File: config.mk
export PLATFORM = sky130hd
export DESIGN_NAME = vc_arbiter
export DESIGN_NICKNAME = d
export VERILOG_FILES = /design/src/rtl/vc_arbiter.sv
export SDC_FILE = /design/constraint.sdc
export NUM_CORES = 1
export LEC_CHECK = 0
export ABC_AREA = 1
export CAP_MARGIN = 40
export CORE_UTILIZATION = 29
export CTS_CLUSTER_SIZE = 30
export DETAILED_ROUTE_END_ITERATION = 6
export GPL_ROUTABILITY_DRIVEN = 0
export GPL_TIMING_DRIVEN = 0
export PLACE_DENSITY = 0.84
export SYNTH_ARGS = -nofsm -noshare
export SYNTH_HDL_FRONTEND = slang
export SYNTH_SLANG_ARGS = --single-unit
File: constraint.sdc
create_clock -name clk -period 1.1 [get_ports clk]
set_input_delay 0.22 -clock clk [delete_from_list [all_inputs] [get_ports clk]]
set_output_delay 0.22 -clock clk [all_outputs]
set_load 0.005 [all_outputs]
File: src/rtl/vc_arbiter.sv
// Weighted VC0/VC1 drain into one destination FIFO; pop-to-push latency 1 cycle, grants stall on dest full/almost_full.
// Optional per-VC grant counters are built when VC_ARB_STATS_EN is defined.
module vc_arbiter #(
  parameter int data_width = 6,
  parameter int VC0_WEIGHT = 3
) (
  input  logic                  clk,
  input  logic                  reset,
  input  logic                  arb_enable,
  input  logic                  empty_VC0,
  input  logic                  empty_VC1,
  input  logic                  error_VC0,
  input  logic                  error_VC1,
  input  logic [data_width-1:0] data_VC0,
  input  logic [data_width-1:0] data_VC1,
  input  logic                  full_dest,
  input  logic                  almost_full_dest,
  output logic                  rd_enable_VC0,
  output logic                  rd_enable_VC1,
  output logic                  push_dest,
  output logic [data_width-1:0] data_out,
  output logic                  arb_error,
  output logic [15:0]           grant_cnt_VC0,
  output logic [15:0]           grant_cnt_VC1
);

  typedef enum logic [1:0] {IDLE, G_VC0, G_VC1, ERR} state_t;

  localparam logic [3:0] WEIGHT = 4'(VC0_WEIGHT);

  state_t     r_state;
  state_t     w_state_nxt;
  logic [3:0] r_burst_cnt;
  logic [3:0] w_burst_nxt;
  logic       r_sel_q;
  logic       r_valid_q;
  logic       r_run;
  logic       w_stall;
  logic       w_allow;
  logic       w_gnt0;
  logic       w_gnt1;

  // Almost-full only blocks when a push is already in flight for the last slot.
  assign w_stall = full_dest | (almost_full_dest & r_valid_q);
  // r_run keeps grants off until the first edge after reset release.
  assign w_allow = reset & r_run & arb_enable & ~w_stall & (r_state != ERR);

  always_comb begin
    w_gnt0      = 1'b0;
    w_gnt1      = 1'b0;
    w_burst_nxt = r_burst_cnt;
    w_state_nxt = IDLE;
    if (w_allow) begin
      if (!empty_VC0 && !empty_VC1) begin
        if (r_burst_cnt < WEIGHT) w_gnt0 = 1'b1;
        else                      w_gnt1 = 1'b1;
      end else if (!empty_VC0) begin
        w_gnt0 = 1'b1;
      end else if (!empty_VC1) begin
        w_gnt1 = 1'b1;
      end
    end
    if (w_gnt0 && (r_burst_cnt < WEIGHT)) w_burst_nxt = r_burst_cnt + 4'd1;
    else if (w_gnt1)                      w_burst_nxt = 4'd0;
    if ((r_state == ERR) || error_VC0 || error_VC1) w_state_nxt = ERR;
    else if (w_gnt0)                                w_state_nxt = G_VC0;
    else if (w_gnt1)                                w_state_nxt = G_VC1;
  end

  always_ff @(posedge clk or negedge reset) begin
    if (!reset) begin
      r_state     <= IDLE;
      r_burst_cnt <= 4'd0;
      r_sel_q     <= 1'b0;
      r_valid_q   <= 1'b0;
      r_run       <= 1'b0;
    end else begin
      r_state     <= w_state_nxt;
      r_burst_cnt <= w_burst_nxt;
      r_sel_q     <= w_gnt1;
      r_valid_q   <= w_gnt0 | w_gnt1;
      r_run       <= 1'b1;
    end
  end

  assign rd_enable_VC0 = w_gnt0;
  assign rd_enable_VC1 = w_gnt1;
  assign push_dest     = r_valid_q;
  assign data_out      = r_valid_q ? (r_sel_q ? data_VC1 : data_VC0) : '0;
  assign arb_error     = (r_state == ERR);

`ifdef VC_ARB_STATS_EN
  logic [15:0] r_gcnt0;
  logic [15:0] r_gcnt1;

  always_ff @(posedge clk or negedge reset) begin
    if (!reset) begin
      r_gcnt0 <= 16'd0;
      r_gcnt1 <= 16'd0;
    end else begin
      if (w_gnt0 && (r_gcnt0 != 16'hFFFF)) r_gcnt0 <= r_gcnt0 + 16'd1;
      if (w_gnt1 && (r_gcnt1 != 16'hFFFF)) r_gcnt1 <= r_gcnt1 + 16'd1;
    end
  end

  assign grant_cnt_VC0 = r_gcnt0;
  assign grant_cnt_VC1 = r_gcnt1;
`else
  assign grant_cnt_VC0 = 16'd0;
  assign grant_cnt_VC1 = 16'd0;
`endif

endmodule

# --- Word-level counts from Yosys, hierarchy flattened ---
# Index checks and enable logic that the tools add are counted.
word_totals:
  wordCells: 40
  out_inout_bits: 42
  input_bits: 21
  register_bits: 9
op_classes:
  order_cmp: 1
  mux: 16
  n_bitwise: 8
  addsub: 1
  eq_ne: 2
  n_reduce_logical: 7
ops:
  columns: ["op", "n"]
  rows:
  - ["two-way mux 6 bit", 2]
  - ["two-way mux 1 bit", 9]
  - ["two-way mux 4 bit", 2]
  - ["two-way mux 2 bit", 3]
  - ["bitwise AND 1 bit", 5]
  - ["adder 4 x 1 -> 4 bit, second input constant", 1]
  - ["< comparator 4 x 2 -> 1 bit, second input constant", 1]
  - ["== test 2 bit, second input constant", 1]
  - ["logical AND 1 bit", 2]
  - ["logical NOT 1 bit", 2]
  - ["logical OR 1 bit", 2]
  - ["!= test 2 bit, second input constant", 1]
  - ["OR 1 bit", 2]
  - ["nonzero test 2 bit", 1]
  - ["NOT 1 bit", 1]

# --- Depth between registers and ports, before layout ---
# Gate-level depths: netlist (run 1).
depth:
  word_depth: 9
  mapped_depth: 8
  ltp_nobuf: 8

# --- Worst setup path before layout (run 1) ---
# No wires, ideal clock.
synth_path:
  path_type: "reg-to-output"
  start: "register r_burst_cnt[0]"
  end: "output rd_enable_VC1"
  t_required_ns: 0.880
  path_stages_with_launch: 8
  arrival_ns: 0.973
  path_buffers: 0
  setup_slack_ns: -0.093
  path_cell_list: "dfrtp_1 -> ha_1 -> nor2_1 -> nand2_1 -> nand2_2 -> nand2_2 -> nand2_4 -> inv_2"
synth_via:
  elab_chain_cells: 4
synth_rtl:
  columns: ["item", "line", "rtl"]
  rows:
  - ["start: declaration", "33", "logic [3:0] r_burst_cnt;"]
  - ["start signal: assignment", "79", "r_burst_cnt <= w_burst_nxt;"]
  - ["< comparator 4 x 2 -> 1 bit", "55", "if (r_burst_cnt < WEIGHT) w_gnt0 = 1'b1;"]
  - ["two-way mux 1 bit", "55", null]
  - ["two-way mux 1 bit", "54", "if (!empty_VC0 && !empty_VC1) begin"]
  - ["two-way mux 1 bit", "53", "if (w_allow) begin"]
  - ["end: declaration", "19", "output logic rd_enable_VC1,"]
# Every way passes these cells.

# --- Worst setup path in the final report (run 1) ---
layout_path:
  start: "register r_burst_cnt[0]"
  end: "output rd_enable_VC0"
layout_via:
  elab_chain_cells: 4
layout_rtl:
  columns: ["item", "line", "rtl"]
  rows:
  - ["< comparator 4 x 2 -> 1 bit", "55", null]
  - ["two-way mux 1 bit", "55", null]
  - ["two-way mux 1 bit", "54", null]
  - ["two-way mux 1 bit", "53", null]
  - ["end: declaration", "18", "output logic rd_enable_VC0,"]
# Every way passes these cells.

==> flow_summary.ini, run 1 <==
[placement]
io_buffers = 30
pre_cts_slack_ns = -1.21
placedCellCount = 196
hpwl_mm = 1.22

[drt]
drc = 0
wl_mm = 2.01
dr.pass1.iters = 3
vias_per_cell = 3.63
drtIter0Drc = 4
drt.antenna.violating_nets = 0
vias = 814
wl_per_cell_um = 8.96

[logic_synthesis]
synth_cell_types = 16
synth-simple-area-share_pct = 26.9
synthFlopType = dfrtp_1
synth_mux_area_share_pct = 0
ys_ff_latch = 9
yosysMostFrequentCell = buf_4
ys_seq_area_share_pct = 29.4
syn_inst = 105
synthAdderAreaFrac_pct = 1.63
ys_top_cells_by_area = buf_4, dfrtp_1, nor2_1, nand2_1, nand2_2
synth_compound_area_share_pct = 3.92
synth_common_cells = buf_4, nor2_1, nand2_1, dfrtp_1, inv_1
syn_avg_cell_area_um2 = 7.30
synth_top_cell_by_area = buf_4
synth_top_area_share_pct = 31.3
synth_top_family_by_area = buffers and inverters
netlist_area_um2 = 767
synth_edf_count = 0
ys_async_sr_fraction_pct = 100
synth_xor_xnor_area_share_pct = 0
yosysWarnings = 0

[power]
ir_drop_uv = 479
cellPowerDensity_nw_per_um2 = 520
p_int_mw = 0.613
seqPwrFrac_pct = 41.7
swShare_pct = 23.4
p_leak_nw = 0.882
netSwitchingPower_mw = 0.188
clockPowerShare_pct = 31.4
comb_power_share_pct = 27.0

[setup_path]
worstSetupEndpointType = primary output
cp-start-kind = flop
crit_end = rd_enable_VC0
crit_fanout = 2
r2r-end = r_burst_cnt[1]
worstPathRequired_ns = 0.88
rrSetupSlack_ns = -0.34
r2r_start = r_burst_cnt[0]
cp-startpoint = r_burst_cnt[0]
crit_type = flop to primary output
r2r_cells = 9
cp.arrival_ns = 1.40

[floorplanning]
die_w_um = 53.4
io_pins = 63
fp-row-count = 18
fp.dieH_um = 53.4
dieArea_um2 = 2850
start_util_pct = 31.0
coreArea_um2 = 2480

[global_route]
grt_max_degree = 10
grt_use_total_pct = 14.1
grt_pass1_wl_mm = 2.83
grt_pass1_vias = 670
grt-ovfl-total = 0
grt_antenna_before_repair = 0

[run]
drv_cap = 0

[cts]
cts.path.max_buffers = 2
root_buffer = clkbuf_4
insertion_delay_ns = 0.26
cts.sinks = 9
htreeDepth = 1
numCtsBuffers = 3
cts_tree = done
path_clk_slew_ns = 0.06

[layout]
instances_no_fill = 224
seqCellArea_um2 = 228
drive_gt1_share_pct = 53.6
nFillCells = 217
area_delta_synth_final_pct = 101
fin_nets = 217
multiInputGateArea_um2 = 459
n_antenna_cell = 0

[sta]
clock-skew-final_ns = 0.00954
fin_crit_sh_pct = 148
worst_slack_ns = -0.524
min_period_ns = 1.62
hold_violations = 0
drv_slew = 0
max_freq_mhz = 616
grt_setup_unrepaired = yes
setup-violations-final = 17

[outcome]
violations = negative setup slack
status = finished with violations

[min_path]
worstHoldPathType = flop to flop
logic make-up after synthesis:
kind of cell,Yosys count
buffers and inverters,44
and+or+nand+nor,43
DFF,9
AOI/OAI and AO/OA,6
other,2
adders and majority gates,1
cell usage in the layout (no fill, tap or decap), drive strengths merged:
master and instances:
dfrtp 9, nand3 4, buf 64, ha 1
nand4 1, conb 33, nor2 20, dlygate4sd3 1
inv 12, nand2 17, or2 1, clkdlybuf4s15 1
o21ai 6, dlygate4sd2 3, clkbuf 5, clkdlybuf4s50 16
layer usage:
layer | GRT usage [%] | vias to the layer above | routed length (µm)
met5 | 0 | - | 0
met4 | 5.70 | 0 | 23
met3 | 4.60 | 2 | 209
met2 | 26.3 | 40 | 1060
met1 | 14.2 | 342 | 711
li1 | - | 430 | -
metrics by stage:
step	area [µm²]	total power, mW	hold slack [ns]	setup TNS [ns]	utilization, %
floorplan	886	0.460	-0.0756	-0.335	-
global placement	1220	0.537	0.476	-9.91	49.4
detailed placement	1220	0.539	0.484	-10.24	49.4
CTS	1490	0.797	0.469	-4.36	60.1
global route	1540	0.854	0.510	-5.68	62.1
finish	1540	0.800	0.491	-4.69	62.1
power groups by stage:
stage                     Combinational [mW]  Sequential [mW]  Clock [mW]
after floorplan                        0.121            0.339           0
after global placement                 0.198            0.339           0
after global routing                   0.243            0.333       0.278
after CTS                              0.208            0.333       0.255
after detailed placement               0.199            0.339           0
final                                  0.216            0.333       0.251
final cells by class:
type / count / area share, %
timing repair buffer: 54 / 32.5
inverter: 12 / 3.09
tap: 30 / 2.44
sequential: 9 / 14.8
multi-input combinational: 83 / 29.8
buffer: 32 / 15.6
clock buffer: 4 / 1.71
timing repair:
action	CTS	global route
hold endpoints to repair	9	0
setup endpoints to repair	18	18
setup buffers	21	5
pin swaps	26	11
gates resized for setup	76	19
hold buffers	1	0
state kept, by name (all words and copies together), names as in the netlist:
signal	count
r_sel_q	1
r_state	2
push_dest	1
r_burst_cnt	4
r_run	1
worst max-delay path, cell delays in order, from the launching register on:
cell and delay [ns]:
dfrtp_1 0.39, ha_2 0.18, nor2_1 0.08, nand2_1 0.09
nand2_2 0.09, buf_6 0.10, nand3_4 0.07, inv_2 0.04
buf_2 0.09
how the worst min path moves through the flow:
stage	to	cells past startpoint	from	slack, ns
after global placement	r_burst_cnt[3]	2	r_burst_cnt[3]	0.48
after floorplan	push_dest	0	reset	-0.08
final	r_burst_cnt[3]	2	r_burst_cnt[3]	0.49
after CTS	r_burst_cnt[1]	4	empty_VC0	0.47
after detailed placement	r_burst_cnt[3]	2	r_burst_cnt[3]	0.48
after global routing	r_burst_cnt[1]	4	empty_VC0	0.51
Power figures use the tool's default switching activity.
==> run 2: changes to the inputs <==
--- a/config.mk
+++ b/config.mk
@@ -13,6 +13,7 @@
 export GPL_ROUTABILITY_DRIVEN = 0
 export GPL_TIMING_DRIVEN = 0
 export PLACE_DENSITY = 0.84
+export SLEW_MARGIN = 10
 export SYNTH_ARGS = -nofsm -noshare
 export SYNTH_HDL_FRONTEND = slang
 export SYNTH_SLANG_ARGS = --single-unit
==> results of run 2 <==
Final layout, timing and power as in run 1 (identical DEF).
